===== config.mk =====
export PLATFORM = sky130hd
export DESIGN_NAME = rd_deserializer_flat
export DESIGN_NICKNAME = d
export VERILOG_FILES = /design/src/rtl/rd_deserializer_if.sv /design/src/rtl/rd_deserializer.sv /design/src/flat_wrapper.sv
export SDC_FILE = /design/constraint.sdc
export NUM_CORES = 1
export LEC_CHECK = 0
export ABC_CLOCK_PERIOD_IN_PS = 2200
export BUFFER_PORTS_ARGS = -buffer_cell sky130_fd_sc_hd__buf_2
export CAP_MARGIN = 20
export CORE_AREA = 3 3 123 95
export DETAILED_ROUTE_END_ITERATION = 8
export DIE_AREA = 0 0 126 98
export PLACE_DENSITY = 0.69
export REMOVE_ABC_BUFFERS = 1
export SYNTH_ARGS = -nofsm -noshare
export SYNTH_HDL_FRONTEND = slang
export SYNTH_SLANG_ARGS = --single-unit

===== constraint.sdc =====
create_clock -name local_clk -period 2.2 [get_ports local_clk]
set_clock_uncertainty 0.05 [all_clocks]
set_input_delay 0.44 -clock local_clk [delete_from_list [all_inputs] [get_ports local_clk]]
set_output_delay 0.44 -clock local_clk [all_outputs]
set_load 0.05 [all_outputs]

===== src/rtl/rd_deserializer_if.sv =====
// Link and trace-port signal bundle for the RD serial receiver.
// The master side drives the serial link; the slave side is the deserializer.
interface rd_deserializer_if #(
  parameter int ADDR_WIDTH = 11
);
  logic                  enable_xfr;
  logic                  serial_in0;
  logic                  serial_in1;
  logic                  wr_en;
  logic [ADDR_WIDTH-1:0] wr_addr;
  logic [31:0]           wr_data;
  logic                  xfr_done;
  logic [ADDR_WIDTH:0]   word_count;
  logic [7:0]            perr_count;
  logic                  truncated;
  logic                  overflow;

  modport master (
    output enable_xfr, serial_in0, serial_in1,
    input  wr_en, wr_addr, wr_data, xfr_done, word_count, perr_count, truncated, overflow
  );

  modport slave (
    input  enable_xfr, serial_in0, serial_in1,
    output wr_en, wr_addr, wr_data, xfr_done, word_count, perr_count, truncated, overflow
  );
endinterface


===== src/rtl/rd_deserializer.sv =====
// Receive side of the RD detector link: deserialises two odd-parity channels framed by
// enable_xfr, writes each word pair to the trace BRAM port and keeps transfer status.
module rd_deserializer #(
  parameter int DATA_WIDTH = 12,
  parameter int MEM_SIZE   = 2048,
  parameter int ADDR_WIDTH = 11
) (
  input logic              local_clk,
  input logic              rst_n,
  input logic              srst,
  rd_deserializer_if.slave bus
);
  localparam int CNT_W = $clog2(DATA_WIDTH + 1);
  localparam int PAD_W = 15 - DATA_WIDTH;
  localparam logic [CNT_W-1:0]    PARITY_IDX = CNT_W'(DATA_WIDTH);
  localparam logic [ADDR_WIDTH:0] MEM_LIMIT  = (ADDR_WIDTH + 1)'(MEM_SIZE);

  typedef enum logic {
    IDLE = 1'b0,
    RECV = 1'b1
  } state_t;

  state_t                  state_r;
  state_t                  state_nxt_s;
  logic                    start_s;
  logic                    stop_s;
  logic                    perr0_s;
  logic                    perr1_s;
  logic [CNT_W-1:0]        bit_cnt_r;
  logic [DATA_WIDTH-1:0]   sh0_r;
  logic [DATA_WIDTH-1:0]   sh1_r;
  logic                    wr_en_r;
  logic [ADDR_WIDTH-1:0]   wr_addr_r;
  logic [31:0]             wr_data_r;
  logic                    xfr_done_r;
  logic [ADDR_WIDTH:0]     word_cnt_r;
  logic [7:0]              perr_cnt_r;
  logic                    trunc_r;
  logic                    ovf_r;

  function automatic logic perr_f(input logic [DATA_WIDTH-1:0] data, input logic par);
    return ~^{data, par};
  endfunction

  // The parity bit arrives live on the link, so the check combines it with the stored data.
  assign perr0_s = perr_f(sh0_r, bus.serial_in0);
  assign perr1_s = perr_f(sh1_r, bus.serial_in1);

  // Transfer state register.
  always_ff @(posedge local_clk or negedge rst_n) begin
    if (!rst_n) begin
      state_r <= IDLE;
    end else if (srst) begin
      state_r <= IDLE;
    end else begin
      state_r <= state_nxt_s;
    end
  end

  // Next-state decode and transfer start/stop strobes.
  always_comb begin
    state_nxt_s = state_r;
    start_s     = 1'b0;
    stop_s      = 1'b0;
    case (state_r)
      IDLE: begin
        if (bus.enable_xfr) begin
          state_nxt_s = RECV;
          start_s     = 1'b1;
        end else begin
          state_nxt_s = IDLE;
        end
      end
      RECV: begin
        if (!bus.enable_xfr) begin
          state_nxt_s = IDLE;
          stop_s      = 1'b1;
        end else begin
          state_nxt_s = RECV;
        end
      end
      default: begin
        state_nxt_s = IDLE;
      end
    endcase
  end

  // Bit shifting, word write-out and status counters.
  always_ff @(posedge local_clk or negedge rst_n) begin
    if (!rst_n) begin
      bit_cnt_r  <= '0;
      sh0_r      <= '0;
      sh1_r      <= '0;
      wr_en_r    <= 1'b0;
      wr_addr_r  <= '0;
      wr_data_r  <= 32'd0;
      xfr_done_r <= 1'b0;
      word_cnt_r <= '0;
      perr_cnt_r <= 8'd0;
      trunc_r    <= 1'b0;
      ovf_r      <= 1'b0;
    end else if (srst) begin
      bit_cnt_r  <= '0;
      sh0_r      <= '0;
      sh1_r      <= '0;
      wr_en_r    <= 1'b0;
      wr_addr_r  <= '0;
      wr_data_r  <= 32'd0;
      xfr_done_r <= 1'b0;
      word_cnt_r <= '0;
      perr_cnt_r <= 8'd0;
      trunc_r    <= 1'b0;
      ovf_r      <= 1'b0;
    end else begin
      wr_en_r    <= 1'b0;
      xfr_done_r <= stop_s;
      if (start_s) begin
        word_cnt_r <= '0;
        perr_cnt_r <= 8'd0;
        trunc_r    <= 1'b0;
        ovf_r      <= 1'b0;
      end
      if (bus.enable_xfr) begin
        if (bit_cnt_r == PARITY_IDX) begin
          bit_cnt_r <= '0;
          // Once the trace memory is full further words are counted as overflow only.
          if (word_cnt_r == MEM_LIMIT) begin
            ovf_r <= 1'b1;
          end else begin
            wr_en_r    <= 1'b1;
            wr_addr_r  <= word_cnt_r[ADDR_WIDTH-1:0];
            wr_data_r  <= {{PAD_W{1'b0}}, perr1_s, sh1_r, {PAD_W{1'b0}}, perr0_s, sh0_r};
            word_cnt_r <= word_cnt_r + {{ADDR_WIDTH{1'b0}}, 1'b1};
            if ((perr0_s || perr1_s) && (perr_cnt_r != 8'hFF)) begin
              perr_cnt_r <= perr_cnt_r + 8'd1;
            end
          end
        end else begin
          bit_cnt_r <= bit_cnt_r + {{(CNT_W-1){1'b0}}, 1'b1};
          sh0_r     <= {sh0_r[DATA_WIDTH-2:0], bus.serial_in0};
          sh1_r     <= {sh1_r[DATA_WIDTH-2:0], bus.serial_in1};
        end
      end else begin
        bit_cnt_r <= '0;
        if (stop_s && (bit_cnt_r != '0)) begin
          trunc_r <= 1'b1;
        end
      end
    end
  end

  assign bus.wr_en      = wr_en_r;
  assign bus.wr_addr    = wr_addr_r;
  assign bus.wr_data    = wr_data_r;
  assign bus.xfr_done   = xfr_done_r;
  assign bus.word_count = word_cnt_r;
  assign bus.perr_count = perr_cnt_r;
  assign bus.truncated  = trunc_r;
  assign bus.overflow   = ovf_r;
endmodule


===== src/flat_wrapper.sv =====
// flat-port wrapper written by rule: the top's interface ports become plain ports
module rd_deserializer_flat 
#(
  parameter int DATA_WIDTH = 12,
  parameter int MEM_SIZE   = 2048,
  parameter int ADDR_WIDTH = 11
)
  (local_clk, rst_n, srst, bus_enable_xfr, bus_serial_in0, bus_serial_in1, bus_wr_en, bus_wr_addr, bus_wr_data, bus_xfr_done, bus_word_count, bus_perr_count, bus_truncated, bus_overflow);
  rd_deserializer_if #(.ADDR_WIDTH(ADDR_WIDTH)) bus_i ();
  input logic local_clk;
  input logic rst_n;
  input logic srst;
  input wire logic [$bits(bus_i.enable_xfr)-1:0] bus_enable_xfr;
  input wire logic [$bits(bus_i.serial_in0)-1:0] bus_serial_in0;
  input wire logic [$bits(bus_i.serial_in1)-1:0] bus_serial_in1;
  output wire logic [$bits(bus_i.wr_en)-1:0] bus_wr_en;
  output wire logic [$bits(bus_i.wr_addr)-1:0] bus_wr_addr;
  output wire logic [$bits(bus_i.wr_data)-1:0] bus_wr_data;
  output wire logic [$bits(bus_i.xfr_done)-1:0] bus_xfr_done;
  output wire logic [$bits(bus_i.word_count)-1:0] bus_word_count;
  output wire logic [$bits(bus_i.perr_count)-1:0] bus_perr_count;
  output wire logic [$bits(bus_i.truncated)-1:0] bus_truncated;
  output wire logic [$bits(bus_i.overflow)-1:0] bus_overflow;
  assign bus_i.enable_xfr = bus_enable_xfr;
  assign bus_i.serial_in0 = bus_serial_in0;
  assign bus_i.serial_in1 = bus_serial_in1;
  assign bus_wr_en = bus_i.wr_en;
  assign bus_wr_addr = bus_i.wr_addr;
  assign bus_wr_data = bus_i.wr_data;
  assign bus_xfr_done = bus_i.xfr_done;
  assign bus_word_count = bus_i.word_count;
  assign bus_perr_count = bus_i.perr_count;
  assign bus_truncated = bus_i.truncated;
  assign bus_overflow = bus_i.overflow;
  rd_deserializer #(.DATA_WIDTH(DATA_WIDTH), .MEM_SIZE(MEM_SIZE), .ADDR_WIDTH(ADDR_WIDTH)) u_core (.local_clk(local_clk), .rst_n(rst_n), .srst(srst), .bus(bus_i));
endmodule

==> results summary <==
The run finished with clean final reports. The most frequently used flop master after synthesis is sky130_fd_sc_hd__dfrtp_1. The top cell type by area accounts for 52.40% of the synthesized area. At the worst endpoint, the required time is 2.42 ns. Yosys printed 0 warnings.

Dividing the detail-routed wire length by the instance count gives 15.16 um. Synthesis produced 441 cells. For this run, the share of the core covered by cells in the final layout is 51.06%. The congestion estimate from routability-driven global placement came to 0.7953. The netlist area before placement is 0.004298 mm^2. STA classifies the critical path startpoint as a flop. The starting density of the core is 41.29%. The H-tree was split into 3 levels.

At the pin with the least slew margin, the transition time is 0.5498 ns. The async set-or-reset flop fraction in the synthesized netlist came out at 100.0%. The die is 126 um wide.

The post-detailed-route count of antenna-violating nets came out at 0. The tightest slew margin relative to the limit is 63.34%. The power density relative to cell area came out at 676.0 mW/mm^2. The number of enable-type register cells in the synthesized netlist came out at 0. The worst path in the final design needs a cycle of 2.114 ns, including I/O delays and setup. The share of post-route cells with drive strength above 1 is 24.63%. The iteration-0 DRC count of the detailed router is 212.

The post-synthesis cell type count came out at 52. The count of port buffers added during placement is 66. After synthesis, the most frequently instantiated cells are 106 x sky130_fd_sc_hd__nand2_1, 90 x sky130_fd_sc_hd__dfrtp_1, 64 x sky130_fd_sc_hd__a21oi_1.

The HPWL after detailed placement is 7.128 mm. Clock-pin slew was measured on the worst setup and hold paths at 0.06 ns. The number of global-route vias before repair came out at 3479. The most common cell in the synthesized netlist is sky130_fd_sc_hd__nand2_1. The number of setup violations in the final report is 0. The layout-stage area growth over the synthesis result is 23.67%. The die covers 0.01235 mm^2. 73 I/O pins were placed.

Measured along the y axis, the die boundary spans 98 um. The flop and latch count out of synthesis came out at 90. Timing would allow up to 472.9 MHz. The max-cap check violation count came out at 0.

Buffers inserted to repair hold after CTS numbered 0. The number of vias after detailed routing is 3510. The final-layout worst hold slack is 0.005343 ns. After detailed routing, the number of vias per cell comes to 5.223. Clock tree synthesis selected as its root buffer the cell sky130_fd_sc_hd__clkbuf_16. The setup path with the least slack is of type flop to flop. The number of clock sinks came out at 90. The clock tree from TritonCTS is yes. The endpoint identified for the worst register-to-register timing path is u_core.bus.perr_count[2].

The routed wire length came out at 10.19 mm. The maximum vdd drop is 0.0003857 V. The register-to-register path setup slack is 0.09 ns.

The worst flop-to-flop path startpoint is u_core.sh1_r[8]. The element type at the critical path end is a flop. The number of diodes came out at 0.

The final-report hold violation count came to 0. The worst hold path class is input port to async pin. The post-route DRC violation count is 0.

The number of detailed-routing iterations run before antenna repair came out at 4. The analysis attributes to cell leakage a power of 0.002543 uW. The largest fanout of any net on the critical path came out at 7. The all-layer global routing usage came out at 16.64%. The initial antenna violation count is 0.

The data arrival time of the critical path came out at 2.34 ns. In the post-synthesis netlist, the biggest area contributors are sky130_fd_sc_hd__dfrtp_1 52%, sky130_fd_sc_hd__nand2_1 9.3%, sky130_fd_sc_hd__a21oi_1 7.5%. The part of the cycle the worst path needs came out at 96.11%. The number of cells traversed by the worst register-to-register path came out at 6. In this run the standard cell core region covers 0.01041 mm^2. The most critical setup path has its endpoint at u_core.bus.perr_count[2]. The later-pin clock latency in the skew report came out at 0.34 ns.

The wire length of the first global-routing pass came out at 16.85 mm. Summed over all instances, the cell type with the most area after synthesis is sky130_fd_sc_hd__dfrtp_1. Setup repair after global routing left no endpoint under its margin. The sequential area share after synthesis is 52.40%. The number of buffers between clock root and the deepest sink came out at 2.

The net count of the finished layout came out at 542. The final number of max-transition violations is 0. After floorplanning, the core was divided into 32 placement rows. The total overflow left after global routing is 0. The synthesized area divided by synthesized cell count is 9.746 um^2. The most critical setup path has its startpoint at u_core.sh1_r[8].

The total negative setup slack came out at 0 ns. The number of buffers inserted during clock tree synthesis came out at 9. Entering global routing, the biggest net connects 54 pins.
==> report_power, final <==
| group | internal (uW) | total (uW) | switching [uW] | leakage (uW) |
|---|---|---|---|---|
| Combinational | 53.6 | 210 | 157 | 0.00112 |
| Sequential | 1660 | 1670 | 7.47 | 0.00125 |
| Clock | 1090 | 1710 | 627 | 0.000165 |
| Total | 2800 | 3590 | 791 | 0.00254 |
==> worst min-delay path by stage <==
stage / end / depth (start not counted)
2_1_floorplan: u_core.bit_cnt_r[0] / 0
3_3_place_gp: u_core.bus.wr_addr[9] / 1
3_5_place_dp: u_core.bus.wr_addr[9] / 1
4_1_cts: u_core.bus.wr_addr[3] / 1
5_1_grt: u_core.bus.wr_addr[4] / 1
6_report: u_core.bus.wr_addr[10] / 1
==> registers in the layout, indices dropped and copies added (netlist names) <==
register,flops
u_core.bus.wr_en,1
u_core.bit_cnt_r,4
u_core.bus.wr_data,26
u_core.sh0_r,12
u_core.state_r,1
u_core.bus.overflow,1
u_core.bus.truncated,1
u_core.bus.word_count,12
u_core.sh1_r,12
u_core.bus.xfr_done,1
u_core.bus.wr_addr,11
u_core.bus.perr_count,8
==> layout make-up <==
class | instances | area (um^2)
sequential | 90 | 2252
tap | 136 | 170.2
fill | 993 | 5095
clock buffer | 12 | 266.5
multi-input combinational | 317 | 1893
inverter | 11 | 41.29
clock inverter | 4 | 72.57
timing repair buffer | 102 | 619.3
==> cell usage in the layout (no fill, tap or decap), types with 3 or more instances in the layout <==
cell type,Yosys,routed
sky130_fd_sc_hd__a22o_1,19,19
sky130_fd_sc_hd__clkbuf_8,0,3
sky130_fd_sc_hd__o21ai_0,6,6
sky130_fd_sc_hd__or3_1,4,4
sky130_fd_sc_hd__nor2b_1,5,5
sky130_fd_sc_hd__nor2_1,22,22
sky130_fd_sc_hd__and3_1,3,3
sky130_fd_sc_hd__a211oi_1,6,6
sky130_fd_sc_hd__nor3_1,7,6
sky130_fd_sc_hd__conb_1,1,6
sky130_fd_sc_hd__ha_1,5,5
sky130_fd_sc_hd__buf_4,6,35
sky130_fd_sc_hd__mux2i_1,3,3
sky130_fd_sc_hd__nand3b_1,3,3
sky130_fd_sc_hd__inv_1,10,10
sky130_fd_sc_hd__xnor2_1,11,11
sky130_fd_sc_hd__dfrtp_1,90,90
sky130_fd_sc_hd__buf_2,6,65
sky130_fd_sc_hd__clkbuf_16,0,9
sky130_fd_sc_hd__a21oi_1,64,64
sky130_fd_sc_hd__xnor3_1,4,4
sky130_fd_sc_hd__xor2_1,3,3
sky130_fd_sc_hd__nand3_1,7,7
sky130_fd_sc_hd__nand2_1,106,106
==> timing repair <==
item / in CTS / in global routing
endpoints found under the setup margin: 0 / 28
endpoints found under the hold margin: 0 / 0
gates resized for setup: 0 / 2
buffers inserted: 0 / 0
==> metrics by stage <==
step / cell area, um^2 / instances / worst slack [ns] / total power, uW
finish: 5315 / 672 / 0.08556 / 3593
global route: 5315 / 672 / 0.009331 / 3712
CTS: 5310 / 672 / 0.04080 / 3621
detailed placement: 4971 / 656 / 0.06195 / 1913
global placement: 4971 / 656 / 0.1027 / 1909
floorplan: 4180 / 418 / -0.7795 / 1801
==> logic make-up after synthesis <==
family | share of synthesized area, %
AO/OA/AOI/OAI | 17.38
other | 0.08725
adder cells (fa/ha/maj) | 1.456
flip-flops | 52.40
AND/OR/NAND/NOR | 17.41
buffers and inverters | 4.134
XOR/XNOR | 6.434
multiplexers | 0.6987
==> routing by layer <==
metal  part of all wire [%]  track usage [%]
met1                     48            23.49
met2                     47            26.11
met3                    4.6            4.374
met4                   0.67            3.462
met5                      0                0
==> critical path, cell delays in order (launching register included) <==
cell	delay, ns
sky130_fd_sc_hd__dfrtp_1	0.42
sky130_fd_sc_hd__xnor2_1	0.20
sky130_fd_sc_hd__xnor3_2	0.47
sky130_fd_sc_hd__xor2_1	0.16
sky130_fd_sc_hd__buf_4	0.15
sky130_fd_sc_hd__o311ai_4	0.38
sky130_fd_sc_hd__a22o_1	0.23
Power figures use the tool's default switching activity.
